### src/rtl/cpu_pkg.sv
// Shared CPU definitions: register-file geometry, the write-port request
// record and a source/destination match helper used by hazard detection.
package cpu_pkg;
  localparam int XLEN       = 32;
  localparam int REG_ADDR_W = 5;

  typedef struct packed {
    logic                  we;
    logic [REG_ADDR_W-1:0] rd;
    logic [XLEN-1:0]       data;
  } wb_req_t;

  // x0 is hardwired to zero, so it never matches anything in flight.
  function automatic logic rd_match(input logic [REG_ADDR_W-1:0] src,
                                    input logic [REG_ADDR_W-1:0] dst);
    return (src != '0) && (src == dst);
  endfunction
endpackage

### src/rtl/lq_fifo.sv
// Load-destination FIFO. Pointers are one bit wider than the index so full and
// empty are distinguishable; every slot's valid bit and contents are exposed.
module lq_fifo #(
  parameter int DEPTH = 4,
  parameter int W     = 5
) (
  input  logic               clk,
  input  logic               rst,
  input  logic               push,
  input  logic [W-1:0]       push_data,
  input  logic               pop,
  output logic [W-1:0]       head,
  output logic               full,
  output logic               empty,
  output logic [DEPTH-1:0]   entry_valid,
  output logic [DEPTH*W-1:0] entry_data
);
  localparam int AW = $clog2(DEPTH);

  logic [AW:0]  wr_ptr;
  logic [AW:0]  rd_ptr;
  logic [AW:0]  count;
  logic [W-1:0] mem [DEPTH];
  logic         do_push;
  logic         do_pop;

  assign full    = (wr_ptr[AW] != rd_ptr[AW]) && (wr_ptr[AW-1:0] == rd_ptr[AW-1:0]);
  assign empty   = (wr_ptr == rd_ptr);
  assign do_push = push && !full;
  assign do_pop  = pop && !empty;
  assign head    = mem[rd_ptr[AW-1:0]];
  assign count   = wr_ptr - rd_ptr;

  always_ff @(posedge clk or posedge rst) begin
    if (rst) begin
      wr_ptr <= '0;
      rd_ptr <= '0;
    end else begin
      if (do_push) wr_ptr <= wr_ptr + 1'b1;
      if (do_pop)  rd_ptr <= rd_ptr + 1'b1;
    end
  end

  // Storage is not reset: a slot is only ever read while its valid bit is set.
  always_ff @(posedge clk) begin
    if (do_push) mem[wr_ptr[AW-1:0]] <= push_data;
  end

  for (genvar i = 0; i < DEPTH; i++) begin : g_ent
    logic [AW-1:0] off;
    assign off                = AW'(i) - rd_ptr[AW-1:0];
    assign entry_valid[i]     = ({1'b0, off} < count);
    assign entry_data[i*W +: W] = mem[i];
  end
endmodule

### src/rtl/reg_wb_queue.sv
// Register-file write port: merges ALU results with in-order load responses,
// tracks outstanding load destinations and flags RAW hazards for decode.
module reg_wb_queue #(
  parameter int LQ_DEPTH = 4,
  parameter int XLEN     = cpu_pkg::XLEN
) (
  input  logic            clk,
  input  logic            rst,
  input  logic            alu_valid,
  input  logic [4:0]      alu_rd,
  input  logic [XLEN-1:0] alu_data,
  input  logic            ld_issue,
  input  logic [4:0]      ld_rd,
  output logic            ld_ready,
  input  logic            ld_resp_valid,
  input  logic [XLEN-1:0] ld_resp_data,
  output logic            ld_resp_ready,
  input  logic [4:0]      rs1_addr,
  input  logic [4:0]      rs2_addr,
  output logic            rs1_pending,
  output logic            rs2_pending,
  output logic            reg_w,
  output logic [4:0]      rd_addr,
  output logic [XLEN-1:0] wd
);
  import cpu_pkg::REG_ADDR_W;
  import cpu_pkg::wb_req_t;
  import cpu_pkg::rd_match;

  // Handshakes: a transfer happens on a rising clk edge where valid && ready;
  // ld_issue/ld_ready pushes a load destination, ld_resp_valid/ld_resp_ready
  // pops one into the hold register. The ALU path has no backpressure.
  logic                           lq_full;
  logic                           lq_empty;
  logic [REG_ADDR_W-1:0]          lq_head;
  logic [LQ_DEPTH-1:0]            entry_valid;
  logic [LQ_DEPTH*REG_ADDR_W-1:0] entry_rd;
  logic                           resp_acc;
  logic                           alu_wr;
  logic                           hold_valid;
  logic [REG_ADDR_W-1:0]          hold_rd;
  logic [XLEN-1:0]                hold_data;
  wb_req_t                        wb_q;
  wb_req_t                        wb_next;

  assign ld_ready      = !lq_full;
  assign ld_resp_ready = !lq_empty && !hold_valid;
  assign resp_acc      = ld_resp_valid && ld_resp_ready;
  assign alu_wr        = alu_valid && (alu_rd != '0);

  lq_fifo #(.DEPTH(LQ_DEPTH), .W(REG_ADDR_W)) u_lq (
    .clk         (clk),
    .rst         (rst),
    .push        (ld_issue),
    .push_data   (ld_rd),
    .pop         (resp_acc),
    .head        (lq_head),
    .full        (lq_full),
    .empty       (lq_empty),
    .entry_valid (entry_valid),
    .entry_data  (entry_rd)
  );

  // Hold only refills from empty; a hold with rd==0 drains without a write.
  always_ff @(posedge clk or posedge rst) begin
    if (rst) begin
      hold_valid <= 1'b0;
      hold_rd    <= '0;
      hold_data  <= '0;
    end else if (resp_acc) begin
      hold_valid <= 1'b1;
      hold_rd    <= lq_head;
      hold_data  <= ld_resp_data;
    end else if (hold_valid && !alu_wr) begin
      hold_valid <= 1'b0;
    end
  end

  always_comb begin
    wb_next    = wb_q;
    wb_next.we = 1'b0;
    if (alu_wr) begin
      wb_next = '{we: 1'b1, rd: alu_rd, data: alu_data};
    end else if (hold_valid && (hold_rd != '0)) begin
      wb_next = '{we: 1'b1, rd: hold_rd, data: hold_data};
    end
  end

  always_ff @(posedge clk or posedge rst) begin
    if (rst) wb_q <= '0;
    else     wb_q <= wb_next;
  end

  assign reg_w   = wb_q.we;
  assign rd_addr = wb_q.rd;
  assign wd      = wb_q.data;

  always_comb begin
    rs1_pending = hold_valid && rd_match(rs1_addr, hold_rd);
    rs2_pending = hold_valid && rd_match(rs2_addr, hold_rd);
    for (int i = 0; i < LQ_DEPTH; i++) begin
      if (entry_valid[i] && rd_match(rs1_addr, entry_rd[i*REG_ADDR_W +: REG_ADDR_W])) rs1_pending = 1'b1;
      if (entry_valid[i] && rd_match(rs2_addr, entry_rd[i*REG_ADDR_W +: REG_ADDR_W])) rs2_pending = 1'b1;
    end
  end
endmodule

### config.mk
export PLATFORM = sky130hd
export DESIGN_NAME = reg_wb_queue
export DESIGN_NICKNAME = d
export VERILOG_FILES = /design/src/rtl/cpu_pkg.sv /design/src/rtl/lq_fifo.sv /design/src/rtl/reg_wb_queue.sv
export SDC_FILE = /design/constraint.sdc
export NUM_CORES = 1
export LEC_CHECK = 0
export BUFFER_PORTS_ARGS = -buffer_cell sky130_fd_sc_hd__buf_2
export CORE_AREA = 2 2 140 142
export CTS_BUF_LIST = sky130_fd_sc_hd__clkbuf_8
export DETAILED_ROUTE_END_ITERATION = 10
export DIE_AREA = 0 0 142 144
export GPL_ROUTABILITY_DRIVEN = 0
export PLACE_DENSITY = 0.47
export SYNTH_ARGS = -nofsm -noshare
export SYNTH_HDL_FRONTEND = slang
export SYNTH_SLANG_ARGS = --single-unit
### constraint.sdc
create_clock -name clk -period 2.63 [get_ports clk]
set_clock_uncertainty 0.05 [all_clocks]
set_input_delay 0.263 -clock clk [delete_from_list [all_inputs] [get_ports clk]]
set_output_delay 0.263 -clock clk [all_outputs]
set_load 0.005 [all_outputs]
==> flow_metrics.py <==
metrics = {
    "run_status": {
        "outcome": "finished, violations left",
        "violations": "negative setup slack",
    },
    "placed_design": {
        "dp_slack_ns": -0.1381,
        "dp_hpwl_um": 9539,
        "placed_area_um2": 5992,
        "port_buffers": 130,
        "dp.cells": 770,
    },
    "clock_network": {
        "htreeDepth": 3,
        "path_clk_slew_ns": 0.10,
        "clk_latency_ns": 0.37,
        "clockBufferDepth": 2,
        "cts_made_buffers": 9,
        "cts_sinks": 102,
        "root_buffer": "clkbuf_8",
        "cts_tree": "yes",
    },
    "global_route": {
        "first_global_vias": 3701,
        "grt_overflow": 0,
        "grtUsageTotal_pct": 12.46,
        "antenna_found_initial": 0,
        "grt_max_degree": 43,
        "grt_pass1_wl_um": 19550,
    },
    "synthesis": {
        "yosysSeqAreaShare_pct": 52.48,
        "synthesis.area_um2": 5055,
        "synth-adder-area-share_pct": 3.614,
        "ys_types": 37,
        "synth_edf_count": 20,
        "async_flop_share_pct": 80.39,
        "post_synth_and_or_nand_nor_area_fraction_pct": 7.624,
        "ys_seq_elements": 102,
        "syn-instance-count": 415,
        "synth_area_per_cell_um2": 12.18,
        "yosysWarnings": 0,
        "synth_top_family_by_area": "multiplexers",
        "synth_compound_area_share_pct": 5.347,
        "ys.flop_type": "dfrtp_1",
        "syn_nets": 518,
        "synth-xor-area-share_pct": 10.00,
        "synth.area.mux_share_pct": 17.40,
    },
    "sta": {
        "slew_headroom_pct": 50.52,
        "rsz0062_at_grt": "yes",
        "hold_viol": 0,
        "max_freq_mhz": 337.8,
        "tns_ns": -0.6068,
        "period_share_pct": 112.6,
        "fin_crit_ns": 2.960,
        "setup_ws_ns": -0.3301,
        "tightest_slew_ns": 0.7422,
        "finalMaxSlewViolations": 0,
        "setup_viol": 2,
    },
    "worst_setup_path": {
        "criticalPathCategory": "reg2out",
        "end_kind": "output port",
        "timing.rr.start": "u_lq.rd_ptr[0]$_DFFE_PP0P_",
        "crit_arrival_ns": 2.65,
        "critPathMaxFanout": 5,
        "r2r-end": "hold_data[19]$_DFFE_PP0P_",
        "reg2regPathDepth": 7,
        "cp.required_ns": 2.32,
        "cp-start-kind": "flip-flop",
        "rrSetupSlack_ns": 0.36,
    },
    "power": {
        "power.density_nw_per_um2": 1074,
        "swShare_pct": 36.84,
        "clock_power_share_pct": 13.3,
        "peakVddDrop_mv": 0.4178,
        "power.total_mw": 6.685,
        "p_sw_mw": 2.463,
        "pwr-share-seq_pct": 39.7,
        "pwr-share-comb_pct": 47.0,
        "internal-power_mw": 4.222,
        "p_leak_nw": 2.876,
    },
    "route": {
        "via_per_inst": 4.605,
        "drt_iter0_markers": 112,
        "avgRoutedWirePerCell_um": 16.15,
        "detail-route-antenna-nets": 0,
        "drtPass1Iterations": 4,
        "wirelength_um": 12740,
        "routed-via-count": 3633,
        "drc": 0,
    },
    "floorplan": {
        "rows": 51,
        "dieHeight_um": 144,
        "fp.coreArea_um2": 19080,
        "io_pins": 131,
        "initial_core_util_pct": 26.49,
        "dieWidth_um": 142,
        "fp.dieArea_um2": 20450,
    },
    "final_layout": {
        "fin_nets": 650,
        "antenna_cells": 0,
        "final_area_um2": 6226,
        "area_delta_synth_final_pct": 23.17,
        "final_cells": 789,
        "drive_gt1_share_pct": 39.20,
        "final_common_cell": "buf_2",
        "final_cell_mix": "130 x buf_2, 82 x dfrtp_1, 41 x nand2_1",
    },
    "worst_hold_path": {
        "min_path_cells": 3,
        "hold_class": "in2reg",
        "min_to": "wd[3]$_DFFE_PP0P_",
        "hp-start": "alu_data[3]",
    },
    "job": {
        "maxCapViolations": 0,
    },
}
cell type report:
type                            instances  area (um2)
Timing Repair Buffer                  149       808.3
Fill cell                            1943       12850
Multi-Input combinational cell        277        2280
Sequential cell                       102        2653
Inverter                                8       31.28
Tap cell                              238       297.8
Clock buffer                            9       123.9
Clock inverter                          6       32.53
metal layers:
metal	up-vias	global-route usage [%]	routed length [um]
met5	-	0	0
met1	1784	15.75	5774
met4	0	4.737	261
met3	21	2.914	566
met2	115	20.80	6141
li1	1713	-	-
flip-flops by register name (all words and copies together) (netlist names):
register     cells
hold_data       32
hold_rd          5
hold_valid       1
rd_addr          5
reg_w            1
u_lq.mem        20
u_lq.rd_ptr      3
u_lq.wr_ptr      3
wd              32
worst max path at each step:
| stage | from | slack (ns) | endpoint | cells past startpoint |
|---|---|---|---|---|
| 2_1_floorplan | u_lq.rd_ptr[1]$_DFFE_PP0P_ | 0.03 | rs1_pending | 10 |
| 3_3_place_gp | u_lq.wr_ptr[0]$_DFFE_PP0P_ | -0.06 | rs1_pending | 12 |
| 3_5_place_dp | u_lq.wr_ptr[0]$_DFFE_PP0P_ | -0.14 | rs1_pending | 12 |
| 4_1_cts | u_lq.wr_ptr[0]$_DFFE_PP0P_ | -0.41 | rs1_pending | 12 |
| 5_1_grt | u_lq.wr_ptr[0]$_DFFE_PP0P_ | -0.45 | rs2_pending | 13 |
| 6_report | u_lq.wr_ptr[0]$_DFFE_PP0P_ | -0.33 | rs2_pending | 12 |
stage by stage:
step                      util [%]  hold WS (ns)
after detailed placement     31.41        0.3731
after global routing         32.63       0.01205
after CTS                    32.51      0.008753
after global placement       31.41        0.3621
final                        32.63       0.03318
after floorplan                  -        0.3119
cells by family after synthesis:
logic type / count (synthesis)
flops: 102
simple gates: 80
mux: 77
xor+xnor: 56
compound gates: 50
buf+inv: 36
fa+ha+maj: 14
cells in the mapped netlist (5+ instances only):
cell type | count | area (um2)
mux4_2 | 5 | 112.6
inv_1 | 8 | 30.03
xor2_1 | 31 | 271.5
ha_1 | 13 | 162.7
nor3_1 | 8 | 40.04
o21ai_1 | 19 | 95.09
clkbuf_1 | 18 | 67.56
xnor2_1 | 24 | 210.2
mux2i_1 | 35 | 350.3
o21ai_0 | 24 | 120.1
edfxtp_1 | 20 | 600.6
nand4_1 | 10 | 62.56
dfrtp_1 | 82 | 2052
mux2_2 | 37 | 416.7
nand2_1 | 42 | 157.7
critical path, cell delays in order, from the launching register on:
cell     delay, ns
dfrtp_1       0.39
inv_2         0.08
ha_4          0.13
inv_2         0.03
fa_1          0.48
inv_2         0.07
ha_1          0.29
nor2b_1       0.14
o21ai_2       0.16
nand4_1       0.13
nand4_1       0.12
o22a_1        0.14
buf_2         0.12
power groups by stage:
stage	Sequential, mW	Combinational (mW)	Clock, mW
after floorplan	2.60	2.04	0
after global placement	2.66	2.82	0
after detailed placement	2.69	2.91	0
after CTS	2.66	3.07	0.938
after global routing	2.73	3.49	0.990
final	2.65	3.14	0.889
what timing repair did:
action	4_1_cts	5_1_grt
hold buffers	1	0
setup endpoints to repair	2	2
buffers inserted	2	1
pin swaps	5	7
resized for setup	11	4
endpoints found under the hold margin	41	0
(Power assumes the default switching activity.)
